**src/rtl/surf_trig_framer_pkg.sv**
```systemverilog
// Shared constants, field positions, framer state type and the frame-word
// composition helper for the SURF->TURF trigger framer.
// Optional build macro: SURF_TRIG_FRAMER_PARITY_EN (even parity in bit 16).
package surf_trig_pkg;

  localparam logic [1:0] TRIG_HDR  = 2'b10;
  localparam logic [7:0] IDLE_BYTE = 8'h00;
  localparam int         FRAME_LEN = 4;
  localparam int         SLOT_LEN  = 8;

  // Field bit positions inside the 32-bit trigger word
  localparam int HDR_MSB  = 31;
  localparam int HDR_LSB  = 30;
  localparam int ADDR_MSB = 29;
  localparam int ADDR_LSB = 18;
  localparam int RSV_BIT  = 17;
  localparam int PAR_BIT  = 16;
  localparam int SEQ_MSB  = 15;
  localparam int SEQ_LSB  = 8;
  localparam int META_MSB = 7;
  localparam int META_LSB = 0;

  // IDLE waits for a slot; B2/B1/B0 name the byte emitted on the next edge
  typedef enum logic [1:0] {
    ST_IDLE = 2'd0,
    ST_B2   = 2'd1,
    ST_B1   = 2'd2,
    ST_B0   = 2'd3
  } framer_state_e;

  // Outgoing word: incoming word with the sequence number dropped into [15:8]
  function automatic logic [31:0] compose_word(input logic [31:0] tdata,
                                               input logic [7:0]  seq);
    logic [31:0] w;
    w = tdata;
    w[SEQ_MSB:SEQ_LSB] = seq;
`ifdef SURF_TRIG_FRAMER_PARITY_EN
    // Bit 17 is forced low so bit 16 makes the whole word even parity
    w[RSV_BIT] = 1'b0;
    w[PAR_BIT] = ^{w[31:17], w[15:0]};
`endif
    return w;
  endfunction

endpackage

```
**src/rtl/surf_trig_framer.sv**
```systemverilog
// Serializes accepted 32-bit trigger words onto the byte-wide trigger link,
// one 4-byte MSB-first frame per 8-clock slot, with idle bytes in between.
// Optional build macro: SURF_TRIG_FRAMER_PARITY_EN (see surf_trig_pkg).
//
// Handshake: a word transfers on a rising ifclk edge where s_trig_tvalid and
// s_trig_tready are both high. tready is only offered in the last clock of a
// slot while no frame is in flight, so the upstream must hold tvalid/tdata
// stable until that edge; there is no buffering beyond the latched word.
module surf_trig_framer #(
  parameter int         SLOT_LEN  = surf_trig_pkg::SLOT_LEN,
  parameter int         FRAME_LEN = surf_trig_pkg::FRAME_LEN,
  parameter logic [7:0] IDLE_BYTE = surf_trig_pkg::IDLE_BYTE
) (
  input  logic                         ifclk,
  input  logic                         rst_i,
  input  logic                         runrst_i,
  input  logic                         sync_i,
  input  logic [31:0]                  s_trig_tdata,
  input  logic                         s_trig_tvalid,
  output logic                         s_trig_tready,
  output logic [7:0]                   tx_data_o,
  output logic                         tx_frame_o,
  output logic [31:0]                  sent_count_o,
  output logic [7:0]                   bad_count_o,
  output surf_trig_pkg::framer_state_e dbg_state
);

  import surf_trig_pkg::framer_state_e;
  import surf_trig_pkg::ST_IDLE;
  import surf_trig_pkg::ST_B2;
  import surf_trig_pkg::ST_B1;
  import surf_trig_pkg::ST_B0;
  import surf_trig_pkg::TRIG_HDR;
  import surf_trig_pkg::HDR_MSB;
  import surf_trig_pkg::HDR_LSB;
  import surf_trig_pkg::compose_word;

  localparam int SLOT_W = $clog2(SLOT_LEN);
  localparam int WORD_W = FRAME_LEN * 8;

  framer_state_e     state, state_d;
  logic [SLOT_W-1:0] slot;
  logic [WORD_W-1:0] word_q, word_d;
  logic [WORD_W-1:0] framed;
  logic [7:0]        seq;
  logic [7:0]        tx_data_d;
  logic              tx_frame_d;
  logic              accept;
  logic              good;

  // Ready is withheld during reset so nothing is consumed while state is being cleared
  assign s_trig_tready = !rst_i && (state == ST_IDLE) &&
                         (slot == SLOT_W'(SLOT_LEN - 1)) && !sync_i;
  assign accept    = s_trig_tvalid && s_trig_tready;
  assign good      = accept && (s_trig_tdata[HDR_MSB:HDR_LSB] == TRIG_HDR);
  assign framed    = compose_word(s_trig_tdata, seq);
  assign dbg_state = state;

  // Free-running slot position, realigned to 0 by sync_i
  always_ff @(posedge ifclk) begin
    if (rst_i || sync_i) slot <= '0;
    else                 slot <= slot + SLOT_W'(1);
  end

  // Next-state and next-byte selection for the frame serializer
  always_comb begin
    state_d    = state;
    word_d     = word_q;
    tx_data_d  = IDLE_BYTE;
    tx_frame_d = 1'b0;
    case (state)
      ST_IDLE: begin
        if (good) begin
          word_d     = framed;
          tx_data_d  = framed[31:24];
          tx_frame_d = 1'b1;
          state_d    = ST_B2;
        end
      end
      ST_B2: begin
        tx_data_d = word_q[23:16];
        state_d   = ST_B1;
      end
      ST_B1: begin
        tx_data_d = word_q[15:8];
        state_d   = ST_B0;
      end
      ST_B0: begin
        tx_data_d = word_q[7:0];
        state_d   = ST_IDLE;
      end
      default: state_d = ST_IDLE;
    endcase
  end

  // FSM state, latched word and registered link outputs
  always_ff @(posedge ifclk) begin
    if (rst_i) begin
      state      <= ST_IDLE;
      word_q     <= '0;
      tx_data_o  <= IDLE_BYTE;
      tx_frame_o <= 1'b0;
    end else begin
      state      <= state_d;
      word_q     <= word_d;
      tx_data_o  <= tx_data_d;
      tx_frame_o <= tx_frame_d;
    end
  end

  // Sequence number and statistics; run reset wins over same-cycle increments
  always_ff @(posedge ifclk) begin
    if (rst_i || runrst_i) begin
      seq          <= '0;
      sent_count_o <= '0;
      bad_count_o  <= '0;
    end else begin
      if (good) begin
        seq          <= seq + 8'd1;
        sent_count_o <= sent_count_o + 32'd1;
      end
      if (accept && !good && (bad_count_o != 8'hFF)) begin
        bad_count_o <= bad_count_o + 8'd1;
      end
    end
  end

endmodule

```
**config.mk**
```make
export PLATFORM = sky130hd
export DESIGN_NAME = surf_trig_framer
export DESIGN_NICKNAME = d
export VERILOG_FILES = /design/src/rtl/surf_trig_framer_pkg.sv /design/src/rtl/surf_trig_framer.sv
export SDC_FILE = /design/constraint.sdc
export NUM_CORES = 1
export LEC_CHECK = 0
export CAP_MARGIN = 5
export CORE_UTILIZATION = 35
export DETAILED_ROUTE_END_ITERATION = 6
export PLACE_DENSITY_LB_ADDON = 0.2
export SLEW_MARGIN = 25
export SYNTH_ARGS = -nofsm -noshare
export SYNTH_HDL_FRONTEND = slang
export SYNTH_SLANG_ARGS = --single-unit
```
**constraint.sdc**
```tcl
create_clock -name ifclk -period 5.25 [get_ports ifclk]
set_input_delay 1.05 -clock ifclk [delete_from_list [all_inputs] [get_ports ifclk]]
set_output_delay 1.05 -clock ifclk [all_outputs]
set_load 0.01 [all_outputs]
```
==> results of run 1 <==
==> per-layer routing <==
metal	routed length, um	part of all wire	up-vias
li1	-	-	1830
met1	4260	0.44	1710
met2	4800	0.50	82
met3	428	0.044	16
met4	170	0.018	0
met5	0	0	-
==> cell families after synthesis <==
group | Yosys count
AND/OR/NAND/NOR | 207
buffers and inverters | 42
XOR/XNOR | 7
multiplexers | 6
adder cells (fa/ha/maj) | 10
flip-flops | 86
AO/OA/AOI/OAI | 108
==> cell type report <==
type / count / area, um^2 / area share
multi-input combinational: 338 / 1990 / 0.401
sequential: 86 / 1720 / 0.348
clock buffer: 10 / 128 / 0.0258
inverter: 11 / 41.3 / 0.00834
clock inverter: 5 / 85.1 / 0.0172
tap: 140 / 175 / 0.0354
timing repair buffer: 82 / 816 / 0.165
==> through the flow <==
stage | setup slack [ns] | utilization | hold WS [ns] | instances | area [um^2]
floorplan | 2.53 | - | 0.396 | 466 | 3880
CTS | 1.55 | 0.457 | 0.427 | 672 | 4950
detailed placement | 1.55 | 0.437 | 0.414 | 657 | 4740
finish | 1.56 | 0.457 | 0.426 | 672 | 4950
global placement | 1.46 | 0.437 | 0.409 | 657 | 4740
global route | 1.50 | 0.457 | 0.446 | 672 | 4950
==> report_power, final <==
group	internal, uW	switching [uW]
clock	267	242
combinational	22.9	20.1
sequential	652	0.300
total	942	263
==> worst reg2reg max path, stage by stage, from the launching register on <==
cell and delay [ns]:
dfxtp_1 0.37, inv_1 0.13, ha_1 0.27, nand4bb_4 0.20
inv_1 0.22, nand3_1 0.10, buf_4 0.26, inv_2 0.54
o22ai_1 0.18, a21oi_1 0.16
==> worst max path at each step <==
stage | to | slack, ns | cells past startpoint
6_report | s_trig_tready | 1.56 | 4
5_1_grt | s_trig_tready | 1.50 | 4
4_1_cts | s_trig_tready | 1.55 | 4
3_5_place_dp | s_trig_tready | 1.55 | 4
3_3_place_gp | dbg_state[0] | 1.46 | 8
2_1_floorplan | sent_count_o[22] | 2.53 | 6
==> sequential cells by signal, summed over array words and instances, names as in the netlist <==
register and cells:
sent_count_o 32, bad_count_o 8, seq 8, word_q 24, tx_frame_o 1, tx_data_o 8
slot 3, dbg_state 2
==> cells in the mapped netlist, types with 2 or more instances <==
| master | instances | area [um^2] |
|---|---|---|
| mux2i_1 | 6 | 60.1 |
| nand4_1 | 15 | 93.8 |
| clkbuf_1 | 20 | 75.1 |
| buf_6 | 2 | 22.5 |
| or2_2 | 3 | 18.8 |
| a222oi_1 | 8 | 80.1 |
| nor4_1 | 8 | 50.1 |
| nand3b_1 | 2 | 15.0 |
| dfxtp_1 | 86 | 1720 |
| o311ai_0 | 2 | 17.5 |
| buf_2 | 2 | 10.0 |
| nor3_1 | 3 | 15.0 |
| nor3b_1 | 2 | 15.0 |
| o21ai_0 | 13 | 65.1 |
| a21oi_1 | 56 | 280 |
| or4_1 | 18 | 135 |
| ha_1 | 10 | 125 |
| buf_1 | 6 | 22.5 |
| xnor2_1 | 4 | 35.0 |
| nand2_1 | 75 | 282 |
| and4_1 | 5 | 43.8 |
| nand3_1 | 21 | 105 |
| xor2_1 | 3 | 26.3 |
| o41ai_1 | 2 | 17.5 |
| and3_1 | 4 | 25.0 |
| inv_1 | 11 | 41.3 |
| a31oi_1 | 7 | 43.8 |
| o31ai_1 | 15 | 113 |
| nor2_1 | 26 | 97.6 |
| or3_1 | 19 | 119 |
==> results.cfg, run 1 <==
[outcome]
outcome = finished clean

[grt]
grt_pass1_wl_um = 15800
antenna_found_initial = 0
grt_overflow_total = 0
met3_usage = 0.0393
globalRouteMet1Util = 0.215
grt_pass1_vias = 3236
grt_use_met2 = 0.291
grt.busiest_layer = met2
grt_use_total = 0.174
grt_max_degree = 47

[finish]
area_growth_pct = 27.5
n_antenna_cell = 0
fill_cells = 1081
drive_gt1_frac = 0.0432
nets = 575
layout_commonest_cell = dfxtp_1
final_cell_mix = 86 x dfxtp_1, 80 x clkdlybuf4s50_1, 75 x nand2_1

[pwr]
power_leakage_uw = 0.00153
p_per_area_nw_per_um2 = 243
total_power_uw = 1210
ir_worst_vdd_v = 0.000113

[worst_hold_path]
hold_path.class = register to register
worstHoldStart = slot[0]
whs_path_depth = 1
min_to = slot[0]

[setup_path]
crit_slowest_cell = clkdlybuf4s50_1
arrival_ns = 2.64
worst_ep_required_time_ns = 4.20
cp_common_cell = clkdlybuf4s50_1
worstReg2RegStart = dbg_state[0]
worstReg2RegEnd = dbg_state[0]
cp_max_fo = 8
rr_worst_depth = 9
max_stage_delay_ns = 0.57
cp-startpoint = sync_i
path_buf_inv = 3
worst_setup_path_end_kind = primary output
path_class = input pin to primary output
critPathLaunchType = input pin
path_delay_family = buffers and inverters
r2r_slack_ns = 2.75
crit_chain = clkdlybuf4s50_1 > nand4bb_4 > inv_1 > clkdlybuf4s50_1

[clock_network]
cts_resized = 0
clk_latency_ns = 0.37
clockBufferDepth = 2
cts.sinks = 86
cts_root_buf = clkbuf_8
cts_setup_buffers = 0
cts_inserted_buffers = 9
ctsHtreeMaxLevel = 3
cts_tree = yes
clkTransAtPathRegs_ns = 0.08
hold_buffers = 0

[logic_synthesis]
synth_area_um2 = 3880
syn_avg_cell_area_um2 = 8.33
netlist_instances = 466
synth_top_family_by_area = simple AND/OR/NAND/NOR gates
ys.flop_type = dfxtp_1
ys_ff_latch = 86
synthDistinctLibCells = 42
synthXorXnorAreaFrac = 0.0158
synth_seq_area_share = 0.443
ys_warn_count = 0
synth_fa_ha_area_frac = 0.0322
synth-edff-count = 0
synthArstFlopShare = 0
synth-compound-area-share = 0.169
synth.mux.area_fraction = 0.0155
yosys.area_share.simple = 0.278
synth_nets = 513

[timing]
finalHoldViolCount = 0
fin_setup_tns_ns = 0
setup_viol = 0
clock_skew_ns = 0.0115
max_clock_freq_mhz = 271
finalCritPeriodShare = 0.703
tightest_slew_ns = 0.842
relSlewSlack = 0.436
slew_viol_final = 0
fin_crit_ns = 3.69
rsz0062_at_grt = no

[place]
place_congestion = 0.769
io_buffers = 80
dp_hpwl_um = 6620

[floorplanning]
core_um2 = 10800
num_rows = 38
die_x_um = 107
die_h_um = 107
ios = 89
dieArea_um2 = 11500
start_util = 0.358

[route]
drt-total-wl_um = 9660
vias = 3638
dr.pass1.iters = 6
ant_nets = 0
drc = 0
vias_per_cell = 5.41
wire_per_inst_um = 14.4
drtIter0Drc = 235

[run]
maxCapViolCount = 0
Note: power is estimated with default switching activity, not from simulation.
==> inputs of run 2 (changes only) <==
==> constraint.sdc (replaced) <==
create_clock -name ifclk -period 3.8 [get_ports ifclk]
set_input_delay 0.76 -clock ifclk [delete_from_list [all_inputs] [get_ports ifclk]]
set_output_delay 0.76 -clock ifclk [all_outputs]
set_load 0.01 [all_outputs]
==> run 2 against run 1 <==
  * Global-route usage fell by 0.096 points
  * First-iteration DRC count decreased by 17%
  * Combinational power is 41% higher
  * Die area unchanged
  * Largest cell class unchanged
  * Largest power group unchanged
==> results.cfg, run 2 (synthesis results as in run 1) <==
[clock_network]
hold_buffers = 0
cts_tree = yes
cts_resized = 0
cts.sinks = 86
clockBufferDepth = 2
ctsHtreeMaxLevel = 3
cts_inserted_buffers = 9
clk_latency_ns = 0.37
cts_setup_buffers = 0
cts_root_buf = clkbuf_8
clkTransAtPathRegs_ns = 0.09

[grt]
grt_pass1_wl_um = 15700
antenna_found_initial = 0
grt_max_degree = 47
grt_use_total = 0.173
grt_overflow_total = 0
grt_pass1_vias = 3280

[finish]
drive_gt1_frac = 0.0467
fill_cells = 1095
final_cell_count_no_fill = 675
n_antenna_cell = 0
design_area_um2 = 4980
regArea_um2 = 1720
layout_commonest_cell = dfxtp_1
reg_top3 = sent_count_o: 32 flops, word_q: 24 flops
nets = 577
final_cell_mix = 86 x dfxtp_1, 80 x clkdlybuf4s50_1, 75 x nand2_1
multiInputGateArea_um2 = 1990
largest_reg_flops = 32
regMostFlops = sent_count_o
area_growth_pct = 28.1

[timing]
setup_viol = 0
finalCritPeriodShare = 0.818
relSlewSlack = 0.427
max_clock_freq_mhz = 322
finalHoldViolCount = 0
clock_skew_ns = 0.0149
slew_viol_final = 0
rsz0062_at_grt = no
fin_setup_tns_ns = 0
whs_ns = 0.436
tightest_slew_ns = 0.856
fin_crit_ns = 3.11

[route]
wl_met3_um = 317
drt-met1-wl_um = 4630
wl_met2_um = 4670
vias_per_cell = 5.39
drtIter0Drc = 194
dr.pass1.iters = 4
vias = 3639
drc = 0
dr.max_layer_used = met4
wire_per_inst_um = 14.5
ant_nets = 0
drt-total-wl_um = 9770

[pwr]
total_power_uw = 1650
p_per_area_nw_per_um2 = 332
power_leakage_uw = 0.00154
ir_worst_vdd_v = 0.000160

[run]
maxCapViolCount = 0

[floorplanning]
ios = 89
dieArea_um2 = 11500
core_um2 = 10800
die_x_um = 107
die_h_um = 107
num_rows = 38
start_util = 0.358

[setup_path]
crit_path_end = s_trig_tready
worst_ep_required_time_ns = 3.04
cp_max_fo = 8
crit_slowest_cell = clkdlybuf4s50_1
worstReg2RegEnd = sent_count_o[28]
cp_common_cell = clkdlybuf4s50_1
cp-startpoint = sync_i
arrival_ns = 2.35
worst_setup_path_end_kind = primary output
r2r_slack_ns = 1.37
max_stage_delay_ns = 0.57
path_class = input pin to primary output
crit_cells = 4
path_delay_family = buffers and inverters
critPathLaunchType = input pin
rr_worst_depth = 6
worstReg2RegStart = dbg_state[1]
path_buf_inv = 3
crit_chain = clkdlybuf4s50_1 > nand4bb_4 > inv_1 > clkdlybuf4s50_1

[place]
placed_area_um2 = 4770
dp_cells = 659
place_congestion = 0.784
io_buffers = 80
dp_hpwl_um = 6690

[worst_hold_path]
hold_path.class = register to register

[outcome]
outcome = finished clean
[run 2: cell count changes in the layout (fill, tap and decap cells not counted), sizes merged]
cell / previous run / this run
buf: 2 / 4
bufinv: 2 / 1
clkbuf: 10 / 12
clkinv: 2 / 0
clkinvlp: 1 / 2
inv: 11 / 12
[run 2: worst min path at each step]
stage,startpoint,to,depth (start not counted)
floorplan,slot[0],slot[0],1
global placement,slot[0],slot[0],1
detailed placement,slot[0],slot[0],1
CTS,slot[0],slot[0],1
global route,slot[0],slot[0],1
finish,slot[0],slot[0],1
[run 2: cell type report]
class / count / area share
Clock buffer: 12 / 0.0312
Tap cell: 140 / 0.0352
Multi-Input combinational cell: 338 / 0.399
Clock inverter: 4 / 0.0108
Sequential cell: 86 / 0.346
Timing Repair Buffer: 84 / 0.169
Inverter: 11 / 0.00830
[run 2: metrics by stage]
stage                util  setup WS [ns]
finish              0.459          0.693
floorplan               -           1.37
global placement    0.440          0.696
detailed placement  0.440          0.684
CTS                 0.459          0.681
global route        0.459          0.648
[run 2: report_power, final]
group | switching [uW] | internal [uW] | leakage (uW) | total (uW)
combinational | 28.2 | 32.2 | 0.000745 | 60.5
sequential | 0.463 | 901 | 0.000693 | 902
clock | 347 | 343 | 0.0000992 | 690
[run 2: routing by layer]
metal | track usage | vias up
li1 | - | 1845
met5 | 0 | -
met1 | 0.217 | 1727
met3 | 0.0333 | 10
met4 | 0.0724 | 0
met2 | 0.289 | 57
==> inputs of run 3 (changes only) <==
==> constraint.sdc (replaced) <==
create_clock -name ifclk -period 3 [get_ports ifclk]
set_input_delay 0.6 -clock ifclk [delete_from_list [all_inputs] [get_ports ifclk]]
set_output_delay 0.6 -clock ifclk [all_outputs]
set_load 0.01 [all_outputs]
==> run 3 against run 2 <==
  * Register-to-register slack worse by 0.81 ns
  * Clock power up 7.5%
  * Count of clock-buffer cells in the layout down 2
  * Setup slack got worse by 0.39 ns
  * First-iteration DRC count grew 28%
  * Final cell count increased by 0.59%
  * Non-clock buffer count is 4 higher
  * Clock skew decreased by 0.00061 ns
  * Sequential power is 26% higher
  * Largest power group unchanged
  * Highest routed layer unchanged
==> results.cfg, run 3 (synthesis results as in run 1) <==
[grt]
grt_pass1_vias = 3451
grt_use_total = 0.175
grt_max_degree = 47
antenna_found_initial = 0
grt_pass1_wl_um = 16200
grt_overflow_total = 0

[pwr]
intPower_uw = 1490
p_per_area_nw_per_um2 = 396
p_clk_frac = 0.378
power_leakage_uw = 0.00154
p_sw_frac = 0.240
combPwrFrac = 0.040
power_frac_seq = 0.582
ir_worst_vdd_v = 0.000183
switchingPower_uw = 471

[timing]
fin_setup_tns_ns = 0
setup_viol = 0
relSlewSlack = 0.427
finalCritPeriodShare = 0.897
clock_skew_ns = 0.0142
rsz0062_at_grt = no
slew_viol_final = 0
tightest_slew_ns = 0.856
fin_ws_ns = 0.308
whs_ns = 0.431
finalHoldViolCount = 0
max_clock_freq_mhz = 371
fin_crit_ns = 2.69

[clock_network]
cts_root_buf = clkbuf_8
cts_tree = yes
cts_inserted_buffers = 9
cts.sinks = 86
cts_setup_buffers = 0
hold_buffers = 0
clkTransAtPathRegs_ns = 0.10
clk_latency_ns = 0.35
ctsHtreeMaxLevel = 3
clockBufferDepth = 2
cts_resized = 0

[setup_path]
worst_ep_required_time_ns = 2.40
worst_setup_path_end_kind = primary output
critPathLaunchType = input pin
cp_max_fo = 8
arrival_ns = 2.09
path_class = input pin to primary output

[finish]
final_cell_mix = 86 x dfxtp_1, 80 x clkdlybuf4s50_1, 75 x nand2_1
fill_cells = 1082
multiInputGateArea_um2 = 1990
nets = 581
regMostFlops = sent_count_o
regArea_um2 = 1720
final_cell_count_no_fill = 679
drive_gt1_frac = 0.0538
n_antenna_cell = 0
layout_commonest_cell = dfxtp_1
area_growth_pct = 27.7
design_area_um2 = 4960
reg_top3 = sent_count_o: 32 flops, word_q: 24 flops
largest_reg_flops = 32

[place]
dp_hpwl_um = 6870
place_ws_ns = 0.113
place_congestion = 0.767
io_buffers = 80
placed_area_um2 = 4780
dp_cells = 663

[route]
drtIter0Drc = 249
wire_per_inst_um = 14.4
drc = 0
vias_per_cell = 5.38
vias = 3656
drt-total-wl_um = 9750
ant_nets = 0
dr.pass1.iters = 5

[floorplanning]
dieArea_um2 = 11500
ios = 89
start_util = 0.358
die_x_um = 107
die_h_um = 107
num_rows = 38
core_um2 = 10800

[worst_hold_path]
hold_path.class = register to register

[run]
maxCapViolCount = 0

[outcome]
outcome = finished clean
==> run 3: metrics by stage <==
step / total power [uW] / utilization
finish: 1960 / 0.457
global route: 2050 / 0.457
detailed placement: 1250 / 0.441
global placement: 1250 / 0.441
floorplan: 1200 / -
CTS: 2000 / 0.457
==> run 3: worst max-delay path, stage by stage <==
cell,delay (ns)
clkdlybuf4s50_1,0.46
nand4bb_4,0.32
inv_1,0.15
clkdlybuf4s50_1,0.55
==> run 3: metal layers <==
| metal | global-route usage | up-vias | wire (um) |
|---|---|---|---|
| met5 | 0 | - | 0 |
| li1 | - | 1845 | - |
| met3 | 0.0333 | 16 | 330 |
| met2 | 0.302 | 74 | 4780 |
| met4 | 0.0714 | 0 | 181 |
| met1 | 0.214 | 1721 | 4460 |
==> run 3: power groups by stage <==
stage / Clock, uW / Sequential [uW] / Combinational, uW
2_1_floorplan: 0 / 1170 / 29.1
3_3_place_gp: 0 / 1170 / 78.3
3_5_place_dp: 0 / 1170 / 78.8
4_1_cts: 777 / 1140 / 79.0
5_1_grt: 826 / 1140 / 84.7
6_report: 742 / 1140 / 78.1
==> run 3: area by class of cell <==
class,count,area share
multi-input cells,338,0.400
clock inverters,6,0.00934
clock buffers,10,0.0257
repair buffers,88,0.174
flip-flops and latches,86,0.347
well taps,140,0.0353
inverters,11,0.00833
==> run 3: path summary, 6_finish.rpt <==
| check | cells past startpoint | start | slack, ns | end |
|---|---|---|---|---|
| worst max register to register | 6 | dbg_state[0] | 0.56 | sent_count_o[28] |
| worst min register to register | 1 | slot[0] | 0.43 | slot[0] |
| worst max-delay path | 4 | sync_i | 0.31 | s_trig_tready |
| worst min-delay path | 1 | slot[0] | 0.43 | slot[0] |
